File: config.mk
export PLATFORM = sky130hd
export DESIGN_NAME = btn_conditioner
export DESIGN_NICKNAME = d
export VERILOG_FILES = /design/src/rtl/btn_conditioner.sv
export SDC_FILE = /design/constraint.sdc
export NUM_CORES = 1
export LEC_CHECK = 0
export CAP_MARGIN = 0
export CORE_MARGIN = 2
export CORE_UTILIZATION = 40
export DETAILED_ROUTE_END_ITERATION = 8
export REMOVE_ABC_BUFFERS = 1
export SLEW_MARGIN = 25
export SYNTH_ARGS = -nofsm -noshare
export SYNTH_HDL_FRONTEND = slang
export SYNTH_SLANG_ARGS = --single-unit
File: constraint.sdc
create_clock -name clk -period 4 [get_ports clk]
set_input_delay 1 -clock clk [delete_from_list [all_inputs] [get_ports clk]]
set_output_delay 1 -clock clk [all_outputs]
set_load 0.03 [all_outputs]
File: src/rtl/btn_conditioner.sv
// btn_conditioner
// Multi-channel push-button conditioner. Each raw button is synchronised
// into clk, debounced against a shared millisecond time base and turned
// into a clean level plus single-cycle press, release and long-press events.
//
// Ports:
//   clk          system clock
//   reset_n      asynchronous, active-low reset
//   turbosim     1 = use TURBO_CLKS as tick period (short simulations)
//   btn_raw      raw bouncing buttons, 1 = pressed
//   btn_level    debounced level
//   btn_press    1-cycle pulse on a debounced 0->1 change
//   btn_release  1-cycle pulse on a debounced 1->0 change
//   btn_long     1-cycle pulse when a hold reaches LONG_MS ticks
//   btn_held     high from btn_long until the debounced release
//   tick         time-base strobe, exported for neighbouring timers
module btn_conditioner #(
  parameter int NBTN       = 2,
  parameter int CLK_PER_MS = 100000,
  parameter int TURBO_CLKS = 10,
  parameter int DEB_MS     = 20,
  parameter int LONG_MS    = 1000
) (
  input  logic            clk,
  input  logic            reset_n,
  input  logic            turbosim,
  input  logic [NBTN-1:0] btn_raw,
  output logic [NBTN-1:0] btn_level,
  output logic [NBTN-1:0] btn_press,
  output logic [NBTN-1:0] btn_release,
  output logic [NBTN-1:0] btn_long,
  output logic [NBTN-1:0] btn_held,
  output logic            tick
);

  localparam int PW = (CLK_PER_MS > 1) ? $clog2(CLK_PER_MS) : 1;
  localparam int DW = $clog2(DEB_MS + 1);
  localparam int HW = $clog2(LONG_MS + 1);

  logic [PW-1:0] pre;
  logic [31:0]   term_m1;

  // A >= compare rather than == so that switching to the short turbo
  // period mid-count wraps at once instead of running to the long limit.
  assign term_m1 = turbosim ? 32'(TURBO_CLKS - 1) : 32'(CLK_PER_MS - 1);
  assign tick    = (32'(pre) >= term_m1);

  always_ff @(posedge clk or negedge reset_n) begin
    if (!reset_n) begin
      pre <= '0;
    end else if (tick) begin
      pre <= '0;
    end else begin
      pre <= pre + PW'(1);
    end
  end

  for (genvar i = 0; i < NBTN; i++) begin : g_chan
    logic          sync1;
    logic          s;
    logic          stable;
    logic [DW-1:0] deb_cnt;
    logic [HW-1:0] hold_cnt;
    logic          press_q;
    logic          rel_q;
    logic          long_q;
    logic          held_q;
    logic          accept;
    logic          rel_now;
    logic          long_now;

    // The tick on which the disagreement count reaches DEB_MS accepts the
    // synchronised value as the new debounced level.
    assign accept   = tick && (s != stable) && (deb_cnt == DW'(DEB_MS - 1));
    assign rel_now  = accept && !s;
    // A long press cannot be reported on the very edge that releases.
    assign long_now = tick && stable && (hold_cnt == HW'(LONG_MS - 1)) && !rel_now;

    always_ff @(posedge clk or negedge reset_n) begin
      if (!reset_n) begin
        sync1 <= 1'b0;
        s     <= 1'b0;
      end else begin
        sync1 <= btn_raw[i];
        s     <= sync1;
      end
    end

    // Any cycle of agreement clears the count, so bounce shorter than
    // DEB_MS ticks never reaches acceptance.
    always_ff @(posedge clk or negedge reset_n) begin
      if (!reset_n) begin
        deb_cnt <= '0;
        stable  <= 1'b0;
      end else if (s == stable) begin
        deb_cnt <= '0;
      end else if (accept) begin
        deb_cnt <= '0;
        stable  <= s;
      end else if (tick) begin
        deb_cnt <= deb_cnt + DW'(1);
      end
    end

    // Hold counter saturates so the long event fires only once per press.
    always_ff @(posedge clk or negedge reset_n) begin
      if (!reset_n) begin
        hold_cnt <= '0;
      end else if (!stable) begin
        hold_cnt <= '0;
      end else if (tick && (hold_cnt != HW'(LONG_MS))) begin
        hold_cnt <= hold_cnt + HW'(1);
      end
    end

    // Events are registered alongside the level so each pulse coincides
    // with the first cycle the new level is visible.
    always_ff @(posedge clk or negedge reset_n) begin
      if (!reset_n) begin
        press_q <= 1'b0;
        rel_q   <= 1'b0;
        long_q  <= 1'b0;
        held_q  <= 1'b0;
      end else begin
        press_q <= accept && s;
        rel_q   <= rel_now;
        long_q  <= long_now;
        if (rel_now) begin
          held_q <= 1'b0;
        end else if (long_now) begin
          held_q <= 1'b1;
        end
      end
    end

    assign btn_level[i]   = stable;
    assign btn_press[i]   = press_q;
    assign btn_release[i] = rel_q;
    assign btn_long[i]    = long_q;
    assign btn_held[i]    = held_q;
  end

endmodule

# Word level (Yosys, flattened, before mapping)
# Cells that the tools add are included.
dict set report classes {
  shifts 0
  multipliers 0
  bitwise_logic 2
  mux 16
  n_eq_ne 12
  n_lt_le_gt_ge 1
  div_mod_pow 0
  n_addsub 5
  reduce_logical 26
}
# operator n
set op_table {}
lappend op_table {{two-way mux 10 bit} 4}
lappend op_table {{two-way mux 17 bit} 2}
lappend op_table {{two-way mux 5 bit} 6}
lappend op_table {{adder 10 x 1 -> 10 bit, second input constant} 2}
lappend op_table {{== test 10 bit, second input constant} 2}
lappend op_table {{inequality test 10 bit, second input constant} 2}
lappend op_table {{adder 17 x 1 -> 17 bit, second input constant} 1}
lappend op_table {{greater-or-equal comparator 17 bit} 1}
lappend op_table {{logical AND 1 bit} 16}
lappend op_table {{adder 5 x 1 -> 5 bit, second input constant} 2}
lappend op_table {{== test 5 bit, second input constant} 2}
lappend op_table {{nonzero test 3 bit} 2}
lappend op_table {{logical NOT 1 bit} 4}
lappend op_table {{two-way mux 1 bit} 4}
lappend op_table {{inequality test 2 x 1 -> 1 bit, second input constant} 2}
lappend op_table {{AND reduction 2 bit} 2}
lappend op_table {{nonzero test 2 bit} 2}
lappend op_table {{== test 1 bit} 2}
lappend op_table {{inequality test 1 bit} 2}
lappend op_table {{inverter 1 bit} 2}
dict set report word_totals {
  ramBits 0
  elab_cells 81
  inputBits 5
  n_memories 0
  regBits 61
  mem_bits_ro 0
  latchBits 0
}

# Longest topological paths before layout
dict set report logic_depth {
  word_depth 9
  mapped_depth 10
  ltp_nobuf 8
}

# Worst setup path after synthesis
# Ideal clock, no wire load.
dict set report synth_path {
  path_type {input -> output}
  start {in turbosim}
  end {out tick}
  path_buffers 3
  cell_stages 9
  arrival_time_ps 2569
  setup_slack_ps 431
  t_required_ps 3000
  path_cell_list {ha_1 and4_1 o311ai_1 a31o_4 and2_4 buf_6 inv_2 buf_2 buf_2}
}
dict set report synth_via {
  elab_chain_len 2
}
# item line
set synth_lines {}
lappend synth_lines {{from (decl)} 26} ;# input logic turbosim,
lappend synth_lines {{two-way mux 17 bit} 45} ;# assign term_m1 = turbosim ? 32'(TURBO_CLKS - 1) : 32'(CLK_PER_MS - 1);
lappend synth_lines {{greater-or-equal comparator 17 bit} 46} ;# assign tick = (32'(pre) >= term_m1);
lappend synth_lines {{to (decl)} 33} ;# output logic tick
# No other way between the ends.

# Final worst setup path
# Ends and elaborated chain as after synthesis.

==> impl_metrics.csv <==
group,metric,value,unit
power,p_per_area,532,nW/µm²
global_routing,antenna_found_initial,0,
drt,wire_per_inst,14.1,µm
drt,first_iter_violations,123,
timing,period_share,88.7,%
layout,area_delta_synth_final,12.1,%
drt,drc,0,
min_path,min-delay-start,"g_chan[0].sync1",
min_path,min_to,"g_chan[0].s",
setup_path,arrival,2.55,ns
setup_path,r2r-start,"pre[15]",
clocking,cts_max_path_buffers,2,
floorplan,die-area,8720,µm²
layout,diodes,0,
timing,rsz0062_at_grt,"false",
place,post-place-ws,0.0650,ns
logic_synthesis,synth_warnings,0,
floorplan,start_util,41.3,%
global_routing,grt_pass1_wl,10800,µm
min_path,hp-class,"reg2reg",
clocking,htree_levels,3,
setup_path,r2r_slack,1.50,ns
clocking,cts_tree,"built",
timing,setup_viol_count_final,0,
logic_synthesis,synth_area_leader_cell,"dfrtp_1",
logic_synthesis,ys_top_cells_by_area,"dfrtp_1 48%, ha_1 5.9%, nand2_1 3.8%, nor2_1 3.4%, xor2_1 3.0%",
global_routing,grt_pass1_vias,2310,
floorplan,die-width,93.4,µm
place,place.gp.congestion,0.753,
floorplan,die_y,93.4,µm
timing,finalHoldViolCount,0,
setup_path,end_kind,"output pin",
setup_path,critPathTopFamily,"compound AO/OA/AOI/OAI gates",
setup_path,crit_fanout,8,
drt,ant_nets,0,
logic_synthesis,ys_top_cells_by_count,"61 x dfrtp_1, 32 x nand2_1, 29 x nor2_1",
setup_path,crit_required,3.00,ns
logic_synthesis,synth_cell_types,49,
drt,via_per_inst,5.36,
layout,drive_gt1_share,9.50,%
timing,fin_ws,0.450,ns
setup_path,r2r_end,"g_chan[0].hold_cnt[8]",
drt,vias,2353,
floorplan,rows,32,
power,p_leak,1.57,nW
timing,worst_slew_pin_slew,0.580,ns
setup_path,crit_buf_inv,3,
setup_path,cp_cell_sequence,"dlymetal6s2s_1 > ha_1 > a211o_1 > o2111ai_1 > a31o_4 > and2_4 > inv_2 > buf_4",
logic_synthesis,ys.flop_type,"dfrtp_1",
place,placed_cell_area,3370,µm²
layout,fin_nets,352,
setup_path,crit_path_top_delay_cell,"dlymetal6s2s_1",
logic_synthesis,synth-seq-area-share,47.8,%
flow_run,cap_violations,0,
logic_synthesis,netlist_area,3190,µm²
setup_path,slowest_delay,0.30,ns
clocking,ctsHoldBuffers,0,
setup_path,crit_type,"in2out",
timing,min_period,3.55,ns
timing,slew_violations,0,
logic_synthesis,async_reset_ff_share,100,%
global_routing,overflow,0,
logic_synthesis,avgSynthCellArea,9.92,µm²
logic_synthesis,ys_ff_latch,61,
logic_synthesis,synth_cells,322,
drt,first_pass_iters,4,
floorplan,io_pins,16,
clocking,cts-buffers-inserted,9,
clocking,insertion_delay,0.33,ns
clocking,root_buffer,"clkbuf_8",
place,hpwl,4020,µm
layout,final_area,3580,µm²
timing,clock_skew,0.00888,ns
drt,routed_wl,6170,µm
global_routing,grt_max_degree,40,
clocking,clock_sinks,61,
logic_synthesis,synth_edf_count,0,
timing,relSlewSlack,61.1,%
power,peakVddDrop,0.000357,V
logic_synthesis,synth_most_common_cell,"dfrtp_1",
place,io_buffers,15,
setup_path,rr_worst_depth,8,
global_routing,grt_use_total,15.8,%
logic_synthesis,synth_top_area_share,47.8,%
layout,nFillCells,723,
min_path,min_delay_path_depth,0,
setup_path,cp-start-kind,"primary input",
timing,setup_tns,0,ns
clocking,path_clk_slew,0.07,ns
floorplan,core,7730,µm²
timing,clock.fmax,0.282,GHz
run_status,status,"complete, no violations",
==> cell usage in the layout, fill, tap and decap left out, types with 2 or more instances in the layout <==
cell / count
a31oi_1: 2
and2_1: 2
nand3_1: 19
nand3b_1: 3
a31o_2: 2
xnor2_1: 8
clkbuf_8: 12
nand2_1: 32
a22o_1: 3
nand4_1: 5
nor4_1: 2
ha_1: 15
nand2b_1: 7
clkinv_2: 3
or3_1: 6
mux2_2: 2
or4_1: 6
mux2i_1: 6
and3_1: 6
o21ai_0: 10
inv_1: 9
buf_4: 5
a21boi_1: 2
nor2_1: 29
xor2_1: 11
and4_1: 3
dfrtp_1: 61
o31ai_1: 5
a21boi_0: 2
a21oi_1: 16
a211oi_1: 4
clkdlybuf4s50_1: 12
nor3_1: 8
==> layout make-up <==
type | count | area, µm² | area share, %
flip-flops and latches | 61 | 1530 | 42.6
repair buffers | 19 | 175 | 4.89
clock buffers | 12 | 165 | 4.61
inverters | 10 | 37.5 | 1.05
clock inverters | 4 | 45.0 | 1.26
well taps | 102 | 128 | 3.56
multi-input cells | 231 | 1500 | 42.0
==> how the worst max path moves through the flow <==
| stage | startpoint | end | slack, ns | depth (start not counted) |
|---|---|---|---|---|
| final | turbosim | tick | 0.45 | 8 |
| after global routing | turbosim | tick | 0.38 | 8 |
| after CTS | turbosim | tick | 0.06 | 8 |
| after detailed placement | turbosim | tick | 0.06 | 8 |
| after global placement | turbosim | tick | 0.15 | 8 |
| after floorplan | turbosim | tick | 0.57 | 6 |
==> routing by layer <==
metal / global-route usage (%) / up-vias / wire [µm]
met3: 2.90 / 11 / 170
met1: 20.7 / 1150 / 3000
met2: 25.1 / 36 / 2840
li1: - / 1156 / -
met4: 8.21 / 0 / 159
met5: 0 / - / 0
==> flip-flops by register name (all words and copies together) (netlist names) <==
| signal | flops |
|---|---|
| g_chan.deb_cnt | 10 |
| g_chan.held_q | 2 |
| g_chan.hold_cnt | 20 |
| g_chan.long_q | 2 |
| g_chan.press_q | 2 |
| g_chan.rel_q | 2 |
| g_chan.s | 2 |
| g_chan.stable | 2 |
| g_chan.sync1 | 2 |
| pre | 17 |
==> kinds of logic (layout without fill, tap and decap cells) <==
group / count (synthesis) / after routing / share of synthesized area [%]
flops: 61 / 61 / 47.8
compound gates: 54 / 54 / 11.3
buf+inv: 30 / 45 / 5.13
mux: 8 / 8 / 2.59
simple gates: 135 / 135 / 22.1
xor+xnor: 19 / 19 / 5.21
fa+ha+maj: 15 / 15 / 5.88
==> metrics by stage <==
step / instances / hold WS (ns) / utilization (%) / total power [mW]
final: 439 / 0.349 / 46.3 / 1.91
after global routing: 439 / 0.358 / 46.3 / 2.04
after CTS: 439 / 0.352 / 46.3 / 1.93
after detailed placement: 423 / 0.336 / 43.6 / 1.35
after global placement: 423 / 0.333 / 43.6 / 1.32
after floorplan: 302 / 0.331 / - / 1.18
==> power breakdown <==
group	leakage, nW	internal (mW)	total (mW)	switching (mW)
logic	0.646	0.199	0.474	0.275
registers	0.812	0.727	0.859	0.132
clock network	0.112	0.336	0.573	0.238
==> repair_timing <==
item,in CTS,in global routing
gates resized for setup,0,1
setup buffers,0,0
endpoints found under the setup margin,0,1
Power figures use the tool's default switching activity.
